==> src/rtl/quad_enc_tx.sv <==
// Quadrature encoder transmitter: turns signed edge-count commands into A/B quadrature at a programmable spacing.
// Optional index output (enc_z) and revolution counter enabled by defining QUAD_ENC_TX_INDEX_EN.
module quad_enc_tx #(
   parameter int CMDW    = 16,
   parameter int PERIODW = 16,
   parameter int POSW    = 32
`ifdef QUAD_ENC_TX_INDEX_EN
  ,parameter int CPR     = 4096
`endif
) (
   input  logic               CLK,
   input  logic               resetn,
   input  logic               cmd_valid,
   output logic               cmd_ready,
   input  logic [CMDW-1:0]    cmd_count,
   input  logic [PERIODW-1:0] config_period,
   input  logic               abort,
   output logic               enc_a,
   output logic               enc_b,
   output logic               busy,
   output logic               done,
   output logic [POSW-1:0]    position
`ifdef QUAD_ENC_TX_INDEX_EN
  ,output logic               enc_z
`endif
);

   localparam logic [CMDW:0]      REM_ONE = 1;
   localparam logic [PERIODW-1:0] PER_ONE = 1;
   localparam logic [POSW-1:0]    POS_ONE = 1;

   typedef enum logic {S_IDLE, S_RUN} state_t;

   state_t               r_state;
   state_t               w_state_nxt;
   logic                 w_accept;
   logic                 w_emit;
   logic                 w_done_nxt;
   logic                 w_cmd_zero;
   logic [CMDW:0]        w_cmd_abs;
   logic [PERIODW-1:0]   w_per;
   logic [1:0]           w_phase_nxt;

   logic                 r_dir;
   logic [CMDW:0]        r_remaining;
   logic [PERIODW-1:0]   r_per;
   logic [PERIODW-1:0]   r_timer;
   logic [1:0]           r_phase;
   logic                 r_enc_a;
   logic                 r_enc_b;
   logic                 r_done;
   logic [POSW-1:0]      r_position;

   // Magnitude is one bit wider so the most negative command is representable.
   assign w_cmd_zero  = (cmd_count == '0);
   assign w_cmd_abs   = cmd_count[CMDW-1] ? ({1'b0, ~cmd_count} + REM_ONE) : {1'b0, cmd_count};
   assign w_per       = (config_period == '0) ? PER_ONE : config_period;
   assign w_phase_nxt = r_dir ? (r_phase - 2'd1) : (r_phase + 2'd1);

   always_ff @(posedge CLK or negedge resetn) begin
      if (!resetn) r_state <= S_IDLE;
      else         r_state <= w_state_nxt;
   end

   always_comb begin
      w_state_nxt = r_state;
      w_accept    = 1'b0;
      w_emit      = 1'b0;
      w_done_nxt  = 1'b0;
      case (r_state)
         S_IDLE: begin
            if (cmd_valid) begin
               w_accept = 1'b1;
               if (w_cmd_zero) w_done_nxt  = 1'b1;
               else            w_state_nxt = S_RUN;
            end
         end
         S_RUN: begin
            // abort takes priority over a timer expiry in the same cycle
            if (abort) begin
               w_state_nxt = S_IDLE;
               w_done_nxt  = 1'b1;
            end else if (r_timer == PER_ONE) begin
               w_emit = 1'b1;
               if (r_remaining == REM_ONE) begin
                  w_state_nxt = S_IDLE;
                  w_done_nxt  = 1'b1;
               end
            end
         end
         default: w_state_nxt = S_IDLE;
      endcase
   end

   always_ff @(posedge CLK or negedge resetn) begin
      if (!resetn) begin
         r_dir       <= 1'b0;
         r_remaining <= '0;
         r_per       <= PER_ONE;
         r_timer     <= PER_ONE;
         r_phase     <= '0;
         r_enc_a     <= 1'b0;
         r_enc_b     <= 1'b0;
         r_done      <= 1'b0;
         r_position  <= '0;
      end else begin
         r_done <= w_done_nxt;
         if (w_accept) begin
            r_dir       <= cmd_count[CMDW-1];
            r_remaining <= w_cmd_abs;
            r_per       <= w_per;
            r_timer     <= w_per;
         end else if (w_emit) begin
            r_timer     <= r_per;
            r_remaining <= r_remaining - REM_ONE;
            r_phase     <= w_phase_nxt;
            r_enc_a     <= w_phase_nxt[1] ^ w_phase_nxt[0];
            r_enc_b     <= w_phase_nxt[1];
            r_position  <= r_dir ? (r_position - POS_ONE) : (r_position + POS_ONE);
         end else if (r_state == S_RUN && !abort) begin
            r_timer <= r_timer - PER_ONE;
         end
      end
   end

   assign cmd_ready = (r_state == S_IDLE);
   assign busy      = (r_state == S_RUN);
   assign done      = r_done;
   assign enc_a     = r_enc_a;
   assign enc_b     = r_enc_b;
   assign position  = r_position;

`ifdef QUAD_ENC_TX_INDEX_EN
   localparam int REVW = (CPR > 1) ? $clog2(CPR) : 1;
   localparam logic [REVW-1:0] REV_MAX = REVW'(CPR - 1);
   localparam logic [REVW-1:0] REV_ONE = 1;

   logic [REVW-1:0] r_rev;
   logic [REVW-1:0] w_rev_nxt;
   logic            r_enc_z;

   always_comb begin
      w_rev_nxt = r_rev;
      if (r_dir) w_rev_nxt = (r_rev == '0)     ? REV_MAX : (r_rev - REV_ONE);
      else       w_rev_nxt = (r_rev == REV_MAX) ? '0      : (r_rev + REV_ONE);
   end

   always_ff @(posedge CLK or negedge resetn) begin
      if (!resetn) begin
         r_rev   <= '0;
         r_enc_z <= 1'b1;
      end else if (w_emit) begin
         r_rev   <= w_rev_nxt;
         r_enc_z <= (w_rev_nxt == '0);
      end
   end

   assign enc_z = r_enc_z;
`endif

endmodule
==> config.mk <==
export PLATFORM = sky130hd
export DESIGN_NAME = quad_enc_tx
export DESIGN_NICKNAME = d
export VERILOG_FILES = /design/src/rtl/quad_enc_tx.sv
export SDC_FILE = /design/constraint.sdc
export NUM_CORES = 1
export LEC_CHECK = 0
export CAP_MARGIN = 5
export CORE_MARGIN = 2
export CORE_UTILIZATION = 40
export DETAILED_ROUTE_END_ITERATION = 6
export DONT_BUFFER_PORTS = 1
export PLACE_DENSITY = 0.53
export SKIP_CTS_REPAIR_TIMING = 1
export SLEW_MARGIN = 5
export SYNTH_ARGS = -nofsm -noshare
export SYNTH_HDL_FRONTEND = slang
export SYNTH_SLANG_ARGS = --single-unit
==> constraint.sdc <==
create_clock -name CLK -period 3.7 [get_ports CLK]
set_input_delay 0.555 -clock CLK [delete_from_list [all_inputs] [get_ports CLK]]
set_output_delay 0.555 -clock CLK [all_outputs]
set_load 0.005 [all_outputs]
==> results of run 1 <==
==> flip-flops by register name, summed over array words and instances (netlist names) <==
signal	flops
busy	1
done	1
enc_a	1
position	32
r_dir	1
r_per	16
r_phase	2
r_remaining	17
r_timer	16
==> synth_stat cells (8+ instances only) <==
cell | n | share of area
o31ai_1 | 10 | 0.013
nor4_1 | 12 | 0.013
nand2b_1 | 8 | 0.0085
xor2_1 | 24 | 0.036
nand2_1 | 133 | 0.084
a21o_1 | 11 | 0.014
nor3_1 | 19 | 0.016
nor2_1 | 58 | 0.037
ha_1 | 35 | 0.074
nand3_1 | 11 | 0.0093
a21oi_1 | 53 | 0.045
o21ai_0 | 81 | 0.068
clkbuf_1 | 16 | 0.010
o21a_1 | 8 | 0.010
nand4_1 | 8 | 0.0085
dfrtp_1 | 85 | 0.36
xnor2_1 | 31 | 0.046
inv_1 | 15 | 0.0095
==> stage by stage <==
stage	power, mW	cells	util	instance area (um2)
after floorplan	1.77	720	-	5920
after CTS	2.94	899	0.443	6410
final	2.94	900	0.444	6430
after detailed placement	1.92	883	0.420	6080
after global placement	1.90	883	0.420	6080
after global routing	3.13	900	0.444	6430
==> layer usage <==
layer  global-route usage  vias up
li1                     -     2561
met1                0.249     2425
met2                0.315      103
met3               0.0467       18
met4               0.0660        0
met5                    0        -
==> cell families (layout without fill, tap and decap cells) <==
family | after synthesis | in the layout | share of synthesized area
adders and majority gates | 36 | 36 | 0.0774
and+or+nand+nor | 286 | 286 | 0.227
buffers and inverters | 41 | 37 | 0.0283
muxes | 4 | 4 | 0.00698
xor gates and xnor gates | 55 | 55 | 0.0814
DFF | 87 | 87 | 0.368
AOI/OAI and AO/OA | 211 | 211 | 0.211
==> report_power, final <==
group	total, mW	internal [mW]	switching (mW)
Combinational	0.693	0.275	0.418
Sequential	1.24	1.10	0.136
Clock	1.01	0.611	0.401
Total	2.94	1.99	0.955
==> area by class of cell <==
class	count	area [um2]
repair buffers	6	65.1
clock inverters	5	81.3
well taps	184	230
fillers	1398	8040
clock buffers	11	243
inverters	15	56.3
flip-flops and latches	87	2180
multi-input cells	592	3580
==> how the worst max path moves through the flow <==
stage	start	to	slack [ps]	cells after the start
final	r_dir$_DFFE_PN0P_	position[28]$_DFFE_PN0P_	490	11
after global routing	r_dir$_DFFE_PN0P_	position[31]$_DFFE_PN0P_	190	11
after CTS	r_dir$_DFFE_PN0P_	position[28]$_DFFE_PN0P_	520	11
after detailed placement	r_dir$_DFFE_PN0P_	position[28]$_DFFE_PN0P_	560	11
after global placement	r_dir$_DFFE_PN0P_	position[31]$_DFFE_PN0P_	630	11
after floorplan	r_dir$_DFFE_PN0P_	position[24]$_DFFE_PN0P_	570	10
==> metrics.md, run 1 <==
| Metric | Value |
|---|---|
| Outcome | `completed` |
| Share of layout cells above drive strength 1 | `0.0475` |
| Pre-CTS setup slack | `564 ps` |
| Number of synthesized flops with an enable pin | `0` |
| Via count of the first global-routing pass | `5081` |
| Chip Width | `126 um` |
| Worst path max stage delay | `460 ps` |
| Crit-path cells | `buf_4, ha_1, a21oi_1, nor2b_1, o21ai_0, nand2b_1, or3_1, o31ai_1, a21oi_1, xnor2_1, o21ai_0` |
| Actual slew at the worst max-slew pin | `1090 ps` |
| Final min period | `3210 ps` |
| Register area share after synthesis | `0.368` |
| Crit Path Category | `register to register` |
| First drt pass iteration count | `5` |
| LEAKAGE | `2.81 nW` |
| Final WL | `15000 um` |
| FF-to-FF End | `position[28]$_DFFE_PN0P_` |
| Post-Synthesis Cell Area | `5920 um2` |
| Hold Path Class | `primary input to asynchronous set/reset pin` |
| First-iteration detailed-routing DRC count | `315` |
| Max Cap Viol | `0` |
| Met2 WL post-DR | `7070 um` |
| Total gr overflow | `0` |
| Worst R2R Setup Slack | `490 ps` |
| CTS Buffer Depth | `2` |
| Final Hold Slack | `46.6 ps` |
| Worst path bufs/invs | `1` |
| CP endpoint kind | `register` |
| Most used DFF post-synth | `dfrtp_1` |
| Top layer reached by signal wires | `met4` |
| Largest net degree at the start of global routing | `88` |
| Syn nets | `792` |
| Final WS setup | `493 ps` |
| CTS tree | `yes` |
| Netlist cell types | `57` |
| CP max stage cell | `dfrtp_1` |
| Post-Route M1 WL | `6890 um` |
| Commonest non-fill, non-tap cell in the layout | `nand2_1` |
| DR vias | `5107` |
| Relative slew slack | `0.273` |
| FFs w/ async S/R, synth | `1.00` |
| RSZ-0062 raised after global routing | `false` |
| Synthesized instance count | `720` |
| Met3 WL post-DR | `779 um` |
| Residual DRC count | `0` |
| First-pass GRT wire length | `25100 um` |
| Routed WL per cell | `16.6 um` |
| Final setup skew | `13.5 ps` |
| Hold Vio Cnt, Final | `0` |
| RD Place Congestion | `0.876` |
| Vias/cell | `5.67` |
| R2R Path Start | `r_dir$_DFFE_PN0P_` |
| Initial antenna violation count | `0` |
| Clk_lat worst skew | `350 ps` |
| Commonest cells after routing, fill and taps aside | `nand2_1, dfrtp_1, o21ai_0` |
| Number of buffers inserted by port buffering | `0` |
| Pins over their slew limit | `0` |
| GRT Total Usage | `0.192` |
| Top achievable clock speed | `312 MHz` |
| P per Cell Area | `457 nW/um2` |
| Die Y-Extent | `126 um` |
| Final nets | `783` |
| Post-DRT Antenna Nets | `0` |
| Tcrit/Tclk final | `0.867` |
| Synth warn | `0` |
| Die ar. | `15800 um2` |
| Data arrival, critical path | `3410 ps` |
| CP delay by family, top | `compound AO/OA/AOI/OAI gates` |
| Setup total negative slack | `0 ps` |
| Row count | `44` |
| Startpoint types | `register` |
| ANT cells | `0` |
| Worst R2R Path Depth | `11` |
| Clock root cell | `clkbuf_16` |
| Mean Syn Cell Area | `8.22 um2` |
| Sink Count | `87` |
| Maximum vdd ir drop | `0.000242 V` |
| Worst path required time | `3900 ps` |
| Initial Util | `0.409` |
| Core area | `14500 um2` |
| Num CTS Buffers | `9` |
| Htree depth | `3` |
| Worst-path clk slew | `70 ps` |
| # setup viols final | `0` |
| Ports | `73` |
| Seq cells post-synth | `87` |
| Post-DP HPWL | `10300 um` |
| Largest fanout on the critical path | `33` |
| Syn-to-layout area delta | `8.71%` |
Power figures use the tool's default switching activity.
==> inputs of run 2 (changes only) <==
--- a/config.mk
+++ b/config.mk
@@ -6,10 +6,12 @@
 export NUM_CORES = 1
 export LEC_CHECK = 0
 export CAP_MARGIN = 5
+export CORE_ASPECT_RATIO = 0.7
 export CORE_MARGIN = 2
 export CORE_UTILIZATION = 40
 export DETAILED_ROUTE_END_ITERATION = 6
 export DONT_BUFFER_PORTS = 1
+export HOLD_SLACK_MARGIN = 0.1
 export PLACE_DENSITY = 0.53
 export SKIP_CTS_REPAIR_TIMING = 1
 export SLEW_MARGIN = 5
==> metrics.md, run 2 (synthesis gave the netlist of run 1 again) <==
| Metric | Value |
|---|---|
| Tcrit/Tclk final | `0.961` |
| Worst path bufs/invs | `1` |
| First-pass GRT wire length | `25700 um` |
| Final WL | `15400 um` |
| Clock root cell | `clkbuf_16` |
| Area after DPL | `6110 um2` |
| Routed WL per cell | `16.8 um` |
| Number of buffers inserted by port buffering | `0` |
| Startpoint types | `register` |
| # setup viols final | `0` |
| Die ar. | `15800 um2` |
| Vias/cell | `5.63` |
| Hold Path Class | `primary input to asynchronous set/reset pin` |
| Final min period | `3560 ps` |
| Htree depth | `3` |
| Final Hold Slack | `86.9 ps` |
| Worst R2R Setup Slack | `140 ps` |
| Worst path max stage delay | `530 ps` |
| Syn-to-layout area delta | `8.26%` |
| Chip Width | `149 um` |
| Pwr Total | `2.80 mW` |
| First drt pass iteration count | `4` |
| CP delay by family, top | `simple AND/OR/NAND/NOR gates` |
| DR vias | `5139` |
| Final nets | `785` |
| Final setup skew | `8.65 ps` |
| Post-DRT Antenna Nets | `0` |
| Maximum vdd ir drop | `0.000191 V` |
| Worst setup path start | `r_dir$_DFFE_PN0P_` |
| CP max stage cell | `dfrtp_1` |
| Initial antenna violation count | `0` |
| LEAKAGE | `2.78 nW` |
| Hold Vio Cnt, Final | `0` |
| Residual DRC count | `0` |
| Post-DP HPWL | `10900 um` |
| RSZ-0062 raised after global routing | `false` |
| Ports | `73` |
| Die Y-Extent | `106 um` |
| Total gr overflow | `0` |
| Actual slew at the worst max-slew pin | `919 ps` |
| Core area | `14600 um2` |
| R2R Path Start | `r_dir$_DFFE_PN0P_` |
| Largest fanout on the critical path | `15` |
| CTS Buffer Depth | `2` |
| Relative slew slack | `0.385` |
| CP endpoint kind | `register` |
| RD Place Congestion | `0.895` |
| Worst path required time | `3970 ps` |
| ANT cells | `0` |
| First-iteration detailed-routing DRC count | `265` |
| Initial Util | `0.406` |
| Setup total negative slack | `0 ps` |
| Share of layout cells above drive strength 1 | `0.0474` |
| Most numerous cell on the critical path | `nand4_1` |
| Max Cap Viol | `0` |
| Final std cells w/o fill | `913` |
| Top achievable clock speed | `281 MHz` |
| Max FFs per register | `32` |
| Sink Count | `87` |
| Placed insts | `896` |
| GRT Total Usage | `0.206` |
| P per Cell Area | `437 nW/um2` |
| Row count | `37` |
| Worst-path clk slew | `70 ps` |
| Final Cell Area | `6410 um2` |
| Crit-path cells | `buf_4, ha_1, nand4_1, nor4_2, nand4_1, nand4_1, nand2_1, o21ai_0, a31oi_1, a211oi_1, xnor2_1` |
| Num CTS Buffers | `9` |
| CTS tree | `yes` |
| Pins over their slew limit | `0` |
| Commonest cells after routing, fill and taps aside | `nand2_1, dfrtp_1, o21ai_0` |
| Clk_lat worst skew | `350 ps` |
| Data arrival, critical path | `3820 ps` |
| Crit Path Category | `register to register` |
| Via count of the first global-routing pass | `4980` |
| Largest net degree at the start of global routing | `88` |
| Outcome | `completed` |
| Commonest non-fill, non-tap cell in the layout | `nand2_1` |
run 2: cell count changes in the layout (fill, tap and decap cells not counted), sizes merged:
cell	change
clkbuf	+2
clkinvlp	+2
clkinv	-2
bufinv	-2
buf	+2
run 2: per-layer routing:
layer  vias to the layer above  global-route usage  share of wire
met5                         -                   0              0
met4                         0              0.0653          0.020
met3                        22              0.0610          0.061
met2                       128               0.297           0.41
met1                      2425               0.295           0.51
li1                       2564                   -              -
run 2: stage by stage:
stage                     setup slack [ps]   util
final                                  145  0.439
after global placement                 296  0.419
after detailed placement               136  0.419
after CTS                              106  0.437
after floorplan                        568      -
after global routing                  6.65  0.439
run 2: where the power goes:
group | internal (mW) | switching, mW
logic | 0.279 | 0.425
registers | 1.10 | 0.143
clock network | 0.457 | 0.400
run 2: cell type report:
cell class	count	area (um2)
Fill cell	1445	8170
Clock inverter	3	22.5
Inverter	15	56.3
Sequential cell	87	2180
Tap cell	195	244
Timing Repair Buffer	8	80.1
Clock buffer	13	240
Multi-Input combinational cell	592	3590
run 2: final timing paths:
kind | cells past startpoint | endpoint
max | 11 | position[31]$_DFFE_PN0P_
min in group CLK | 2 | r_per[5]$_DFFE_PN0P_
min | 1 | r_remaining[0]$_DFFE_PN0P_
max reg2reg | 11 | position[31]$_DFFE_PN0P_
min reg2reg | 2 | r_per[13]$_DFFE_PN0P_
max in group asynchronous | 1 | r_timer[0]$_DFFE_PN1P_
